File: src/rtl/pwm_signal_generator.sv
`default_nettype none
// +-----------------------------------------------------------------------------+
// | pwm_signal_generator: 4-channel double-buffered PWM generator on the        |
// | analyzer command bus. Burst support enabled by PWM_SIG_GEN_BURST_EN. Rev 1.0|
// +-----------------------------------------------------------------------------+
module pwm_signal_generator #(
    parameter int CH_NUM = 4,
    parameter int CNT_W  = 32
) (
    input  logic              clk,
    input  logic              rst_n,
    input  logic [7:0]        cmd_opcode,
    input  logic [15:0]       cmd_addr,
    input  logic [31:0]       cmd_data,
    input  logic              cmd_valid,
    output logic [CH_NUM-1:0] sig_out,
    output logic [31:0]       tx_data,
    output logic              tx_en,
    input  logic              tx_done
);
    localparam logic [7:0] OP_PERIOD = 8'h20;
    localparam logic [7:0] OP_HIGH   = 8'h21;
    localparam logic [7:0] OP_BURST  = 8'h22;
    localparam logic [7:0] OP_RUN    = 8'h23;
    localparam logic [7:0] OP_READ   = 8'h24;

    localparam logic [1:0] S_IDLE = 2'd0;
    localparam logic [1:0] S_RUN  = 2'd1;
    localparam logic [1:0] S_DONE = 2'd2;

    logic [CNT_W-1:0]  per_sh_q   [CH_NUM], per_sh_d   [CH_NUM];
    logic [CNT_W-1:0]  high_sh_q  [CH_NUM], high_sh_d  [CH_NUM];
    logic [CNT_W-1:0]  burst_sh_q [CH_NUM], burst_sh_d [CH_NUM];
    logic [CNT_W-1:0]  act_per_q  [CH_NUM], act_per_d  [CH_NUM];
    logic [CNT_W-1:0]  act_high_q [CH_NUM], act_high_d [CH_NUM];
    logic [CNT_W-1:0]  cnt_q      [CH_NUM], cnt_d      [CH_NUM];
    logic [CNT_W-1:0]  rem_q      [CH_NUM], rem_d      [CH_NUM];
    logic [1:0]        state_q    [CH_NUM], state_d    [CH_NUM];
    logic [CH_NUM-1:0] done_q, done_d;
    logic [CH_NUM-1:0] sig_out_q, sig_out_d;
    logic [31:0]       tx_data_q, tx_data_d;
    logic              tx_en_q, tx_en_d;

    logic [1:0]        w_ch;
    logic              w_ch_ok;
    logic              w_run_cmd;
    logic              w_wrap;
    logic [CNT_W-1:0]  w_load_per;
    logic [CNT_W-1:0]  w_load_high;
    logic [CH_NUM-1:0] w_run;

    always_comb begin
        w_ch        = cmd_addr[1:0];
        w_ch_ok     = cmd_addr < 16'(CH_NUM);
        w_run_cmd   = cmd_valid && (cmd_opcode == OP_RUN);
        per_sh_d    = per_sh_q;
        high_sh_d   = high_sh_q;
        burst_sh_d  = burst_sh_q;
        act_per_d   = act_per_q;
        act_high_d  = act_high_q;
        cnt_d       = cnt_q;
        rem_d       = rem_q;
        state_d     = state_q;
        done_d      = done_q;
        sig_out_d   = '0;
        w_run       = '0;
        w_wrap      = 1'b0;
        w_load_per  = '0;
        w_load_high = '0;
        for (int c = 0; c < CH_NUM; c++) begin
            w_run[c] = (state_q[c] == S_RUN);
            if (cmd_valid && w_ch_ok && (w_ch == 2'(c))) begin
                case (cmd_opcode)
                    OP_PERIOD: per_sh_d[c]   = CNT_W'(cmd_data);
                    OP_HIGH:   high_sh_d[c]  = CNT_W'(cmd_data);
`ifdef PWM_SIG_GEN_BURST_EN
                    OP_BURST:  burst_sh_d[c] = CNT_W'(cmd_data);
`endif
                    default: ;
                endcase
            end
            // Loads always sample the pre-edge shadows, so the running period finishes untouched.
            w_load_per  = (per_sh_q[c] < CNT_W'(2)) ? CNT_W'(2) : per_sh_q[c];
            w_load_high = (high_sh_q[c] > w_load_per) ? w_load_per : high_sh_q[c];
            w_wrap      = (cnt_q[c] == act_per_q[c] - CNT_W'(1));
            if (w_run_cmd && !cmd_data[c]) begin
                state_d[c] = S_IDLE;
            end else if (w_run_cmd && ((state_q[c] == S_IDLE) || (state_q[c] == S_DONE))) begin
                state_d[c]    = S_RUN;
                done_d[c]     = 1'b0;
                cnt_d[c]      = '0;
                act_per_d[c]  = w_load_per;
                act_high_d[c] = w_load_high;
                rem_d[c]      = burst_sh_q[c];
            end else if (state_q[c] == S_RUN) begin
                if (w_wrap) begin
                    cnt_d[c]      = '0;
                    act_per_d[c]  = w_load_per;
                    act_high_d[c] = w_load_high;
`ifdef PWM_SIG_GEN_BURST_EN
                    if (rem_q[c] != '0) begin
                        rem_d[c] = rem_q[c] - CNT_W'(1);
                        if (rem_q[c] == CNT_W'(1)) begin
                            state_d[c] = S_DONE;
                            done_d[c]  = 1'b1;
                        end
                    end
`endif
                end else begin
                    cnt_d[c] = cnt_q[c] + CNT_W'(1);
                end
            end
            sig_out_d[c] = (state_d[c] == S_RUN) && (cnt_d[c] < act_high_d[c]);
        end
    end

    always_comb begin
        tx_data_d = tx_data_q;
        tx_en_d   = tx_en_q;
        if (cmd_valid && (cmd_opcode == OP_READ)) begin
            if (cmd_data[1:0] == 2'd3) begin
                tx_data_d = 32'({done_q, w_run});
                tx_en_d   = 1'b1;
            end else if (w_ch_ok) begin
                tx_en_d = 1'b1;
                case (cmd_data[1:0])
                    2'd0:    tx_data_d = 32'(per_sh_q[w_ch]);
                    2'd1:    tx_data_d = 32'(high_sh_q[w_ch]);
                    default: tx_data_d = 32'(rem_q[w_ch]);
                endcase
            end
        end else if (!cmd_valid && tx_done) begin
            tx_en_d = 1'b0;
        end
    end

    always_ff @(posedge clk or negedge rst_n) begin
        if (!rst_n) begin
            for (int c = 0; c < CH_NUM; c++) begin
                per_sh_q[c]   <= '0;
                high_sh_q[c]  <= '0;
                burst_sh_q[c] <= '0;
                act_per_q[c]  <= '0;
                act_high_q[c] <= '0;
                cnt_q[c]      <= '0;
                rem_q[c]      <= '0;
                state_q[c]    <= S_IDLE;
            end
            done_q    <= '0;
            sig_out_q <= '0;
            tx_data_q <= '0;
            tx_en_q   <= 1'b0;
        end else begin
            per_sh_q   <= per_sh_d;
            high_sh_q  <= high_sh_d;
            burst_sh_q <= burst_sh_d;
            act_per_q  <= act_per_d;
            act_high_q <= act_high_d;
            cnt_q      <= cnt_d;
            rem_q      <= rem_d;
            state_q    <= state_d;
            done_q     <= done_d;
            sig_out_q  <= sig_out_d;
            tx_data_q  <= tx_data_d;
            tx_en_q    <= tx_en_d;
        end
    end

    assign sig_out = sig_out_q;
    assign tx_data = tx_data_q;
    assign tx_en   = tx_en_q;
endmodule
`default_nettype wire

File: config.mk
export PLATFORM = sky130hd
export DESIGN_NAME = pwm_signal_generator
export DESIGN_NICKNAME = d
export VERILOG_FILES = /design/src/rtl/pwm_signal_generator.sv
export SDC_FILE = /design/constraint.sdc
export NUM_CORES = 2
export LEC_CHECK = 0
export ABC_AREA = 0
export BUFFER_PORTS_ARGS = -buffer_cell sky130_fd_sc_hd__buf_2
export CORE_UTILIZATION = 59
export CTS_BUF_LIST = sky130_fd_sc_hd__clkbuf_4
export DETAILED_ROUTE_END_ITERATION = 12
export HOLD_SLACK_MARGIN = 0.03
export PLACE_DENSITY = 0.8
export SYNTH_ARGS = -nofsm -noshare
export SYNTH_HDL_FRONTEND = slang
export SYNTH_SLANG_ARGS = --single-unit
export TNS_END_PERCENT = 20
File: constraint.sdc
create_clock -name clk -period 5.4 [get_ports clk]
set_clock_uncertainty 0.15 [all_clocks]
set_input_delay 0.81 -clock clk [delete_from_list [all_inputs] [get_ports clk]]
set_output_delay 0.81 -clock clk [all_outputs]
set_load 0.01 [all_outputs]
=== Word-level counts from Yosys, hierarchy flattened ===
Cells that the tools add are included.

* Output and inout port bits: 37
* Input bits: 60
* Flip-flop bits (word level): 685

* Equal/unequal tests: 26
* Magnitude comparators: 14
* Add/subtract/negate cells: 8
* Mux-type cells: 76
* Bitwise logic cells: 5
* Reductions and logical operators: 59

{| class="wikitable"
|+ Operators by type and width
! kind !! count
|-
| 2-to-1 mux 32 bit || 60
|-
| binary-select mux 32 bit (select 2 bit) || 3
|-
| adder 32 x 1 -> 32 bit (second input constant) || 4
|-
| == test 32 bit || 4
|-
| greater-than comparator 32 bit || 4
|-
| < comparator 32 x 2 -> 1 bit (second input constant) || 4
|-
| < comparator 32 bit || 4
|-
| subtractor 32 x 1 -> 32 bit (second input constant) || 4
|-
| case mux 32 bit (2 select lines) || 1
|-
| == test 8 x 6 -> 1 bit (second input constant) || 4
|-
| == test 2 x 1 -> 1 bit (second input constant) || 10
|-
| logical AND 1 bit || 20
|-
| AND reduction 2 bit || 10
|-
| nonzero test 2 bit || 10
|-
| < comparator 16 x 3 -> 1 bit (second input constant) || 1
|-
| 2-to-1 mux 2 bit || 8
|-
| == test 2 bit (second input constant) || 7
|-
| logical NOT 2 bit || 6
|-
| AND reduction 3 bit || 4
|-
| logical NOT 1 bit || 5
|-
| logical OR 1 bit || 4
|-
| 2-to-1 mux 1 bit || 4
|-
| inverter 1 bit || 4
|-
| >= comparator 3 bit (second input constant) || 1
|-
| 2 further kinds || 2
|}

=== Depth between registers and ports, before layout ===
* Word-level depth: 10
* Gate-level depth with buffers: 25
* Depth with buffers taken out: 24

=== Least setup slack after synthesis ===
OpenSTA, ideal clock, no wires.

* Kind: register to register
* Start: register act_per_q[15] (netlist name)
* End: register sig_out_q[3], in the netlist sig_out[3]
* Cell stages (with the launch flop): 23
* Clock period less this slack: 5232 ps
* Buffers on the path: 4
* Setup time: 132 ps
* Data required time: 5118 ps
* Slack: 168 ps
* Data arrival time: 4950 ps
* Cell sequence: dfrtp_1 -> buf_2 -> or4_1 -> or4_1 -> clkbuf_1 -> or2_1 -> o41ai_1 -> nand4_1 -> nor4_2 -> a41oi_4 -> nor2_4 -> buf_4 -> buf_4 -> nor2_1 -> ha_1 -> a21o_1 -> a21o_1 -> a21o_1 -> a41oi_1 -> nor3_1 -> or3b_2 -> mux2i_1 -> nor3_1

{| class="wikitable"
|+ RTL lines
! element !! RTL line !! source
|-
| start: declaration || 34 || <nowiki>logic [CNT_W-1:0] act_per_q [CH_NUM], act_per_d [CH_NUM];</nowiki>
|-
| start signal: assignment || 157 || <nowiki>act_per_q <= act_per_d;</nowiki>
|-
| end signal: assignment || 163 || <nowiki>sig_out_q <= sig_out_d;</nowiki>
|-
| end: declaration || 40 || <nowiki>logic [CH_NUM-1:0] sig_out_q, sig_out_d;</nowiki>
|}

==> qor.txt <==
sw frac: 29.4%
Critical Setup Path Class: flip-flop to flip-flop
proportion of power drawn by combinational gates: 13.7%
max-slew violations: 0
most area-consuming cells after synthesis: dfrtp_1, ha_1, mux2_2, o21ai_0, mux4_2
number of storage elements in the synthesis netlist: 685
height of the chip: 268 microns
CP Buf/Inv Count: 3
total CTS buffers: 180
maximum number of pins on one net before global-route repair: 117
layout cells sized above 1: 24.6%
outcome: complete, no violations
cell count of the worst hold path: 4
total number of vias: 36579
worst-case reg-to-reg path depth: 19
clock group share of total power: 40.0%
Slowest cell on crit path: or4_4
dominant register cell in the synthesized netlist: dfrtp_1
source of the worst register-to-register timing path: act_per_q[19]
required time of the critical path: 6150 ps
GRT Total Usage: 37.9%
total number of placement rows: 97
Chip Width: 268 microns
number of distinct library cells after synthesis: 86
family of cells with the greatest summed delay on the critical path: simple AND/OR/NAND/NOR gates
Final Hold Fails: 0
master cell of the clock root buffer: clkbuf_4
number of H-tree levels: 4
mean cell area of the mapped netlist: 9.92 sq um
Reg clk slew, reported paths: 80 ps
drt wl/cell: 23.9 microns
r2r setup slk: 80 ps
area overhead of the layout relative to synthesis: 17.7%
capture instance of the worst register-to-register path: sig_out[3]
clk_lat worst skew: 1070 ps
number of remaining DRC errors: 0
commonest cells after routing, fill and taps aside: dfrtp_1, nand2_1, buf_4
static leakage power: 23.9 nW
Tcrit/Tclk final: 98.5%
Post-synth EDFFs: 0
initial antenna violation count: 7
area of the core: 70000 sq um
fin nets: 5028
unrepaired setup endpoints after global routing: yes
synthesized net count: 4534
Tightest Pin Transition: 997 ps
worst IR drop on VDD: 217 uV
relative contribution of sequential cells to total power: 46.3%
number of global-route vias before repair: 34939
wire length of the first global-routing pass: 205000 microns
crit-path max FO: 12
Total Wirelength: 138000 microns
initial core utilization: 59.7%
highest clock rate: 188 MHz
Post-Synthesis Cell Area: 41800 sq um
TritonCTS clock tree: built
end point of the worst hold path: high_sh_q[96]
top cell type by total area after synthesis: dfrtp_1
portion of synthesized cell area occupied by the leading cell type: 41.0%
power density over the cells: 240 nW/um^2
maxcap violations: 0
leading cell type in the layout, fill and taps excluded: dfrtp_1
capturing element type of the critical path: flip-flop
Setup crit start kind: flip-flop
net switching power figure: 0.00348 W
placer's final routability congestion estimate: 1.03
biggest cell delay along the critical path: 530 ps
total negative slack for setup checks: 0 ps
worst-case hold slack: 139 ps
via count normalized by instance count: 6.32
Critical Path AT: 6070 ps
number of top-level pins: 97
share of flip-flops with an asynchronous set or reset: 100%
shortest period the worst path allows: 5320 ps
Yosys warning total: 0
CTS sink count: 685
path category of the worst min-delay check: input pin to flip-flop
starting DRC count in detailed routing: 3966
maximum clock path buffer count: 3
Detailed Routing Iterations Pass 1: 6
sequential area share after synthesis: 41.0%
Int Power: 0.00836 W
worst relative slew slack: 33.5%
Remaining Overflow, GRT: 0
count of buffers inserted at the top-level ports: 96
HPWL Detailed: 103000 microns
final setup fails: 0
gate count after technology mapping: 4214
Hold Startpoint: cmd_data[0]
cell breakdown of the critical path: or4_4 -> or4_4 -> buf_6 -> o31a_1 -> o41a_1 -> a2111oi_4 -> a41oi_4 -> nor2_4 -> buf_6 -> bufbuf_16 -> nor2_1 -> ha_1 -> nand4_1 -> nor2_2 -> nand3_2 -> nor3_2 -> or3b_4 -> mux2i_1 -> nor3_1
die area: 71900 sq um
number of nets with antenna violations after detailed routing: 0
## metrics by stage
step	setup slack [ps]	area (sq um)	power [W]	utilization [%]	instances
floorplan	168	41800	0.00643	-	4214
global placement	-124	45600	0.00703	65.1	5389
detailed placement	-142	45600	0.00706	65.1	5389
CTS	5.67	48300	0.0117	69.0	5739
global route	-113	49200	0.0123	70.3	5782
finish	83.4	49200	0.0118	70.3	5784
## cell families (layout without fill, tap and decap cells)
logic type | after synthesis | count (layout) | synth area share [%]
DFF | 685 | 685 | 41.0
buffers and inverters | 411 | 1036 | 3.93
muxes | 488 | 488 | 14.5
xor gates and xnor gates | 274 | 274 | 5.74
other | 0 | 5 | 0
and+or+nand+nor | 1295 | 1295 | 15.1
AOI/OAI and AO/OA | 801 | 801 | 12.0
adders and majority gates | 260 | 260 | 7.78
## sequential cells by signal, summed over array words and instances (netlist names)
register / flops
act_high_q: 128
act_per_q: 128
cnt_q: 128
high_sh_q: 128
per_sh_q: 128
sig_out: 4
state_q: 8
tx_data: 32
tx_en: 1
## final cells by class
class | instances | area, sq um
Tap cell | 940 | 1180
Fill cell | 5042 | 20800
Clock inverter | 65 | 435
Sequential cell | 685 | 17100
Timing Repair Buffer | 520 | 4250
Inverter | 203 | 762
Clock buffer | 248 | 1860
Multi-Input combinational cell | 3118 | 23600
Antenna cell | 5 | 12.5
## power groups by stage
stage	logic, W	clock network [W]	registers [W]
2_1_floorplan	0.000942	0	0.00549
3_3_place_gp	0.00147	0	0.00556
3_5_place_dp	0.00149	0	0.00557
4_1_cts	0.00153	0.00475	0.00547
5_1_grt	0.00175	0.00504	0.00550
6_report	0.00162	0.00474	0.00549
## layer usage
layer / wire [microns] / GRT usage [%]
met1: 52800 / 48.7
met2: 60900 / 57.0
met3: 15600 / 10.7
met4: 8960 / 22.8
met5: 16 / 0
## worst max-delay path by stage
stage,slack [ps],start,to,cells past startpoint
after global routing,-110,per_sh_q[16],sig_out[3],23
after detailed placement,-140,cmd_opcode[2],sig_out[2],19
final,80,act_per_q[19],sig_out[3],19
after CTS,6,act_per_q[73],sig_out[1],20
after floorplan,170,act_per_q[15],sig_out[3],22
after global placement,-120,cmd_data[2],sig_out[2],18
## what timing repair did
action,in CTS,in global routing
pin swaps,1,47
setup buffers,3,31
setup endpoints to repair,2,4
hold buffers,33,0
gates cloned,1,9
resized for setup,5,124
endpoints found under the hold margin,269,0
## cell usage after synthesis, drive strengths merged, types with 82 or more instances
cell type  number
inv           203
clkbuf        153
o21ai         301
ha            260
mux2i         132
dfrtp         685
mux2          292
nand3          82
nand2         383
xnor2         162
a21o          105
a21oi         160
nand4         104
nor4           87
xor2          112
nor2          336
## worst register-to-register path, cell delays in order, from the launching register on
cell       delay, ps
dfrtp_1          390
or4_4            530
or4_4            510
buf_6            150
o31a_1           250
o41a_1           440
a2111oi_4        270
a41oi_4          200
nor2_4           150
buf_6            130
bufbuf_16        270
nor2_1            60
ha_1             300
nand4_1          190
nor2_2           230
nand3_2          120
nor3_2           240
or3b_4           390
mux2i_1          130
nor3_1            60
Note: power is estimated with default switching activity, not from simulation.
